<file path="config.mk">
export PLATFORM = sky130hd
export DESIGN_NAME = mult_arbiter
export DESIGN_NICKNAME = d
export VERILOG_FILES = /design/src/rtl/mult_arbiter.sv
export SDC_FILE = /design/constraint.sdc
export NUM_CORES = 1
export LEC_CHECK = 0
export BUFFER_PORTS_ARGS = -buffer_cell sky130_fd_sc_hd__buf_2
export CORE_MARGIN = 1.5
export CORE_UTILIZATION = 50
export DETAILED_ROUTE_END_ITERATION = 10
export PLACE_DENSITY = 0.71
export SKIP_CTS_REPAIR_TIMING = 1
export SKIP_LAST_GASP = 1
export SLEW_MARGIN = 40
export SYNTH_ARGS = -nofsm -noshare
export SYNTH_HDL_FRONTEND = slang
export SYNTH_SLANG_ARGS = --single-unit
</file>
<file path="constraint.sdc">
create_clock -name clk -period 8.6 [get_ports clk]
set_input_delay 1.29 -clock clk [delete_from_list [all_inputs] [get_ports clk]]
set_output_delay 1.29 -clock clk [all_outputs]
set_load 0.01 [all_outputs]
</file>
<file path="src/rtl/mult_arbiter.sv">
// Two-requester front end that time-shares one combinational 8x8 signed
// multiplier; an IDLE/MUL/DONE sequencer holds each result until it is consumed.

module booth_mult8 (
  input  logic [7:0]  a,
  input  logic [7:0]  b,
  output logic [15:0] p
);
  logic [8:0]  bx;
  logic [15:0] a_ext;
  logic [15:0] pp;
  logic [15:0] acc;

  // Radix-4 Booth: four signed digits in {-2..+2}, each scaling the
  // sign-extended multiplicand before accumulation at weight 4^i.
  always_comb begin
    bx    = {b, 1'b0};
    a_ext = {{8{a[7]}}, a};
    acc   = '0;
    pp    = '0;
    for (int unsigned i = 0; i < 4; i++) begin
      unique case (bx[2*i +: 3])
        3'b001, 3'b010: pp = a_ext;
        3'b011:         pp = a_ext << 1;
        3'b100:         pp = -(a_ext << 1);
        3'b101, 3'b110: pp = -a_ext;
        default:        pp = '0;
      endcase
      acc = acc + (pp << (2*i));
    end
    p = acc;
  end
endmodule

module mult_arbiter #(
  parameter int FIXED_PRIO = 0
) (
  input  logic        clk,
  input  logic        rst_n,
  input  logic        req0_valid,
  output logic        req0_ready,
  input  logic [7:0]  req0_a,
  input  logic [7:0]  req0_b,
  input  logic        req1_valid,
  output logic        req1_ready,
  input  logic [7:0]  req1_a,
  input  logic [7:0]  req1_b,
  output logic        rsp_valid,
  input  logic        rsp_ready,
  output logic [15:0] rsp_p,
  output logic        rsp_id,
  output logic        busy
);
  typedef enum logic [1:0] {IDLE, MUL, DONE} state_t;

  state_t      state, state_nxt;
  logic        grant;
  logic        lrg;
  logic        accept;
  logic [7:0]  op_a, op_b;
  logic        op_id;
  logic [15:0] product;

  always_comb begin
    grant = 1'b0;
    if (req0_valid && !req1_valid)      grant = 1'b0;
    else if (req1_valid && !req0_valid) grant = 1'b1;
    else if (req0_valid && req1_valid)  grant = (FIXED_PRIO != 0) ? 1'b0 : ~lrg;
  end

  assign accept = req0_ready | req1_ready;

  always_ff @(posedge clk or negedge rst_n) begin
    if (!rst_n) state <= IDLE;
    else        state <= state_nxt;
  end

  always_comb begin
    state_nxt = state;
    unique case (state)
      IDLE:    if (accept) state_nxt = MUL;
      MUL:     state_nxt = DONE;
      DONE:    if (rsp_ready) state_nxt = IDLE;
      default: state_nxt = IDLE;
    endcase
  end

  // Ready is qualified by rst_n so it falls the instant reset asserts.
  always_comb begin
    req0_ready = rst_n && (state == IDLE) && !grant && req0_valid;
    req1_ready = rst_n && (state == IDLE) &&  grant && req1_valid;
    rsp_valid  = (state == DONE);
    busy       = (state != IDLE);
  end

  always_ff @(posedge clk or negedge rst_n) begin
    if (!rst_n) begin
      lrg    <= 1'b1;
      op_a   <= '0;
      op_b   <= '0;
      op_id  <= 1'b0;
      rsp_p  <= '0;
      rsp_id <= 1'b0;
    end else begin
      if (accept) begin
        lrg   <= grant;
        op_a  <= grant ? req1_a : req0_a;
        op_b  <= grant ? req1_b : req0_b;
        op_id <= grant;
      end
      if (state == MUL) begin
        rsp_p  <= product;
        rsp_id <= op_id;
      end
    end
  end

  booth_mult8 u_mult (
    .a (op_a),
    .b (op_b),
    .p (product)
  );
endmodule
</file>
### Word level (Yosys, flattened, before mapping)

Cells that the tools add are included.

| storage, ports and cells | value |
|---|---|
| flip-flop bits (word level) | 37 |
| logic and storage cells | 71 |
| input port bits | 37 |
| output and inout bits | 21 |

| cells by class | value |
|---|---|
| reduce and logical (&&, ||, !) cells | 20 |
| eq/ne operators | 25 |
| add/sub/neg operators | 5 |
| bitwise gates (word level) | 2 |
| multiplexer cells | 12 |

Operator list:

| operator | number |
|---|---|
| case mux 14 bit (4 select lines) | 1 |
| adder 16 bit | 3 |
| case mux 12 bit (4 select lines) | 1 |
| case mux 16 bit (3 select lines) | 1 |
| case mux 10 bit (4 select lines) | 1 |
| negation 16 bit | 2 |
| equality test 3 bit (second input constant) | 9 |
| equality test 3 x 2 -> 1 bit (second input constant) | 6 |
| two-way mux 8 bit | 2 |
| OR reduction 2 bit | 6 |
| equality test 3 x 1 -> 1 bit (second input constant) | 3 |
| logical AND 1 bit | 8 |
| equality test 2 bit (second input constant) | 3 |
| case mux 2 bit (3 select lines) | 1 |
| equality test 2 x 1 -> 1 bit (second input constant) | 2 |
| two-way mux 2 bit | 2 |
| logical NOT 1 bit | 3 |
| two-way mux 1 bit | 3 |
| logical NOT 2 bit | 1 |
| != test 2 x 1 -> 1 bit (second input constant) | 1 |
| != test 2 bit (second input constant) | 1 |
| AND reduction 2 bit | 1 |
| nonzero test 2 bit | 1 |
| inverter 1 bit | 1 |
| bitwise OR 1 bit | 1 |

### Longest topological paths before layout

| logic depth | value |
|---|---|
| depth after elaboration | 10 |
| gate-level depth with buffers | 24 |
| depth with buffers taken out | 21 |

### Hierarchy

A second synthesis with hierarchy kept.

| unflattened totals | value |
|---|---|
| cell total of the unflattened synthesis | 520 |
| area, all modules | 4440.5 um2 |

Modules (own cells, without submodules):

| module | instances | cells each | seq. area each (um2) | area each (um2) |
|---|---|---|---|---|
| booth_mult8 | 1 | 410 | 0.0 | 2867.8 |
| mult_arbiter | 1 | 110 | 927.1 | 1572.8 |

### Worst setup path before layout

Ideal clock, no wire load.

| timing | value |
|---|---|
| path kind | reg-to-reg |
| start | register op_a[0] |
| end | register rsp_p[15] |
| buffers on the path | 2 |
| path slack | 3673 ps |
| required time | 8524 ps |
| period minus slack after synthesis | 4927 ps |
| stages on the path, launching flop included | 24 |
| setup time | 76 ps |
| arrival time | 4850 ps |
| cells stage by stage | dfrtp_1 inv_1 ha_1 buf_2 or3b_2 clkbuf_1 xnor2_1 nor2_1 a21oi_1 nor2_1 a21oi_1 a21oi_1 fa_1 inv_1 fa_1 inv_1 ha_1 o21ai_0 o21ai_0 a2111o_1 nand3_1 a311oi_1 xnor3_1 o21ai_1 |

| on the way | value |
|---|---|
| word-level cells in the longest chain between the ends | 5 |
| elaborated cells on any way between the ends | 9 |
| those cells by class | add/sub (5); mux (4) |

RTL lines:

| element | line | text |
|---|---|---|
| start: declaration | 60 | `logic [7:0] op_a, op_b;` |
| start signal: assignment | 107 | `op_a <= grant ? req1_a : req0_a;` |
| negation 16 bit, on equally long branches | 26, 25 |  |
| case mux 14 bit (4 select lines) or case mux 16 bit (3 select lines) (tied branches) | 22 | `unique case (bx[2*i +: 3])` |
| adder 16 bit (2 in a row) | 29 | `acc = acc + (pp << (2*i));` |
| adder 16 bit * | 29 |  |
| end signal: assignment | 112 | `rsp_p <= product;` |
| end: declaration | 50 | `output logic [15:0] rsp_p,` |

Mark *: on every way between the ends. The rest lies on a longest branch, timed or not.
A chain may end at the register's enable or synchronous reset.

### Worst setup path after layout

Same ends and word-level chain as after synthesis.

==> impl_metrics.ini <==
[outcome]
run_status = completed

[placed_design]
dp_cells = 698
last_weighted_congestion_value_of_the_routability_driven_placer = 0.956
placement.io_buffers = 57
post_dp_area_um2 = 4710
dp.final_hpwl_um = 8280

[synthesis]
yosysSeqAreaShare = 0.210
synth_nets = 650
synth_common_cells = 60 x sky130_fd_sc_hd__nor2_1, 58 x sky130_fd_sc_hd__nand2_1, 50 x sky130_fd_sc_hd__a21oi_1
synth-async-reset-ratio = 1.00
synth.ff_latch_count = 37
synth-edff-count = 0
synthesis.instances = 574
synthMostInstantiatedCell = sky130_fd_sc_hd__nor2_1
post-synth-top-area-cell = sky130_fd_sc_hd__dfrtp_1
mapped_area_um2 = 4420
ys_dominant_reg_cell = sky130_fd_sc_hd__dfrtp_1
syn_area_per_cell_um2 = 7.71
synth.yosys.warnings = 0
ys_top_cells_by_area = sky130_fd_sc_hd__dfrtp_1 20%, sky130_fd_sc_hd__fa_1 9.5%, sky130_fd_sc_hd__mux2i_1 6.1%
synthDistinctLibCells = 56
synth_top_area_share = 0.204

[floorplanning]
floorplan.initialDensity = 0.512
die-width_um = 97.1
num_rows = 34
design.core.area_um2 = 8640
dieHeight_um = 97.1
fp.dieArea_um2 = 9420
floorplan.io_pins = 58

[clock_network]
max-clock-path-buffers = 2
worst_setup_hold_path_clk_slew_ns = 0.08
cts_tree = yes
ctsRootBufferMaster = sky130_fd_sc_hd__clkbuf_8
worstSkewPairLatency_ns = 0.30
clkSinkCount = 37
htree_levels = 2
cts_made_buffers = 5

[worst_setup_path]
cpMaxStageDelayCell = sky130_fd_sc_hd__fa_1
series_of_cell_instances_along_the_critical_path = inv_1, ha_1, or3b_2, xnor2_1, nor2_1, a21oi_1, nor2_1, a21oi_1, a21oi_1, fa_1, inv_1, fa_1, inv_1, ha_1, o21ai_0, o21ai_0, a2111o_1, nand3_1, a311oi_1, xnor3_1, o21ai_1
cp_slowest_stage_delay_ns = 0.58
path_class = register to register
end_kind = register
crit-reg2reg-launch = op_a[0]
crit_required_ns = 8.82
critPathLaunchType = register
setup.reg_to_reg.worst_slack_ns = 3.20
data_arrival_time_of_the_worst_path_ns = 5.63
reg2reg_to = rsp_p[15]
critPathMaxFanout = 9
worst_r2r_path_depth = 21

[global_route]
grt_antenna_before_repair = 0
overflow = 0
gr-usage-all-layers = 0.239
grt_start_max_net_pins = 41
via_count_of_the_first_global_routing_pass = 3925
global_route_wire_length_before_repair_um = 18700

[timing]
timing.fmax_ghz = 0.185
tightest_slew_ns = 0.706
layout_worst_path_cycle_share = 0.628
setup_viol_count_final = 0
drv_slew = 0
grt_setup_unrepaired = no
worst_slew_margin_rel = 0.529
fin_worst_skew_ns = 0.00546
hold_violations = 0
totalNegativeSetupSlack_ns = 0
final.min_clock_period_ns = 5.40

[drt]
detail_route.vias_per_cell = 5.91
wire_per_inst_um = 15.8
detail_route.wirelength_um = 11200
route.detailed.drc = 0
drt_iter0_drc = 421
drt_first_pass_iters = 5
vias = 4173
final_antenna_net_count = 0

[finish]
synthToLayoutAreaGrowth_pct = 9.31
layout.core_utilization = 0.560
nNetsFinal = 673
diodes = 0
finalInstanceArea_um2 = 4830
drive_above_1_share = 0.152
finalNonFillerCells = 706

[min_path]
min_delay_worst_endpoint = rsp_p[5]
hold_path_depth = 2
hold_class = register to register
hold_path_startpoint = rsp_p[5]

[flow_run]
cap_viol_max_count = 0
-- metrics by stage --
step                      hold slack, ns  setup WS [ns]
after detailed placement           0.469           3.23
after global routing               0.506           2.87
after floorplan                    0.446           3.67
after global placement             0.460           3.38
after CTS                          0.488           3.19
final                              0.482           3.20
-- state kept, by name, summed over array words and instances (netlist names) --
| signal | count |
|---|---|
| state | 2 |
| lrg | 1 |
| op_b | 8 |
| op_id | 1 |
| op_a | 8 |
| rsp_id | 1 |
| rsp_p | 16 |
-- layer usage --
metal,vias to the layer above,part of all wire,track usage
met4,0,0.016,0.0479
met2,163,0.46,0.392
li1,2034,-,-
met1,1956,0.45,0.333
met3,20,0.069,0.0403
met5,-,0,0
-- placed cells by master (no fill, tap or decap), types with 2 or more instances in the layout --
| cell | netlist | final |
|---|---|---|
| sky130_fd_sc_hd__xnor2_1 | 17 | 17 |
| sky130_fd_sc_hd__nand2b_1 | 9 | 9 |
| sky130_fd_sc_hd__o221ai_1 | 2 | 2 |
| sky130_fd_sc_hd__a211oi_1 | 11 | 11 |
| sky130_fd_sc_hd__nand2_1 | 58 | 58 |
| sky130_fd_sc_hd__nand3b_1 | 2 | 2 |
| sky130_fd_sc_hd__nor2b_1 | 3 | 3 |
| sky130_fd_sc_hd__dfrtp_1 | 36 | 33 |
| sky130_fd_sc_hd__a32o_1 | 3 | 3 |
| sky130_fd_sc_hd__buf_2 | 4 | 56 |
| sky130_fd_sc_hd__o21ai_0 | 47 | 47 |
| sky130_fd_sc_hd__a31oi_1 | 5 | 5 |
| sky130_fd_sc_hd__o22ai_1 | 4 | 4 |
| sky130_fd_sc_hd__xor2_1 | 7 | 7 |
| sky130_fd_sc_hd__o211ai_1 | 10 | 10 |
| sky130_fd_sc_hd__fa_1 | 21 | 21 |
| sky130_fd_sc_hd__dfrtp_2 | 0 | 3 |
| sky130_fd_sc_hd__nand3_1 | 6 | 6 |
| sky130_fd_sc_hd__buf_4 | 0 | 6 |
| sky130_fd_sc_hd__a22oi_1 | 2 | 2 |
| sky130_fd_sc_hd__clkbuf_8 | 0 | 6 |
| sky130_fd_sc_hd__mux2i_1 | 27 | 27 |
| sky130_fd_sc_hd__and2_1 | 3 | 3 |
| sky130_fd_sc_hd__a21boi_0 | 3 | 2 |
| sky130_fd_sc_hd__nor3_1 | 8 | 8 |
| sky130_fd_sc_hd__o31ai_1 | 5 | 5 |
| sky130_fd_sc_hd__a211o_1 | 3 | 3 |
| sky130_fd_sc_hd__o21a_1 | 3 | 2 |
| sky130_fd_sc_hd__inv_1 | 48 | 48 |
| sky130_fd_sc_hd__mux2_2 | 7 | 7 |
| sky130_fd_sc_hd__nor2_1 | 60 | 60 |
| sky130_fd_sc_hd__a221oi_1 | 6 | 6 |
| sky130_fd_sc_hd__a21oi_1 | 50 | 50 |
| sky130_fd_sc_hd__a21o_1 | 18 | 18 |
| sky130_fd_sc_hd__ha_1 | 18 | 18 |
| sky130_fd_sc_hd__and3_1 | 2 | 2 |
| sky130_fd_sc_hd__nor3b_1 | 5 | 5 |
-- kinds of logic after synthesis --
kind of cell             synth area share
flip-flops                          0.210
buffers and inverters              0.0826
AND/OR/NAND/NOR                     0.167
XOR/XNOR                           0.0526
AO/OA/AOI/OAI                       0.263
multiplexers                       0.0789
adder cells (fa/ha/maj)             0.146
-- how the worst max path moves through the flow --
stage,slack (ns),start,depth (start not counted),endpoint
CTS,3.19,op_a[0],21,rsp_p[15]
global route,2.87,op_a[0],21,rsp_p[15]
floorplan,3.67,op_a[0],23,rsp_p[15]
detailed placement,3.23,op_a[0],21,rsp_p[15]
finish,3.20,op_a[0],21,rsp_p[15]
global placement,3.38,op_a[0],21,rsp_p[15]
-- layout make-up --
| type | count | area, um^2 |
|---|---|---|
| Clock buffer | 6 | 82.6 |
| Clock inverter | 2 | 37.5 |
| Fill cell | 813 | 3800 |
| Inverter | 48 | 180 |
| Multi-Input combinational cell | 443 | 3140 |
| Sequential cell | 37 | 931 |
| Tap cell | 108 | 135 |
| Timing Repair Buffer | 62 | 325 |
-- critical path: cells and delay by family (launching register included) --
family | cells | cell delay, ns
AO/OA/AOI/OAI | 8 | 1.22
XOR/XNOR | 2 | 0.81
adder cells (fa/ha/maj) | 4 | 1.78
buffers and inverters | 3 | 0.31
flip-flops | 1 | 0.45
AND/OR/NAND/NOR | 4 | 0.75
Power is left out: the tool's default activity adds up to more than one toggle a clock period on the data nets, which glitch-free logic cannot reach.
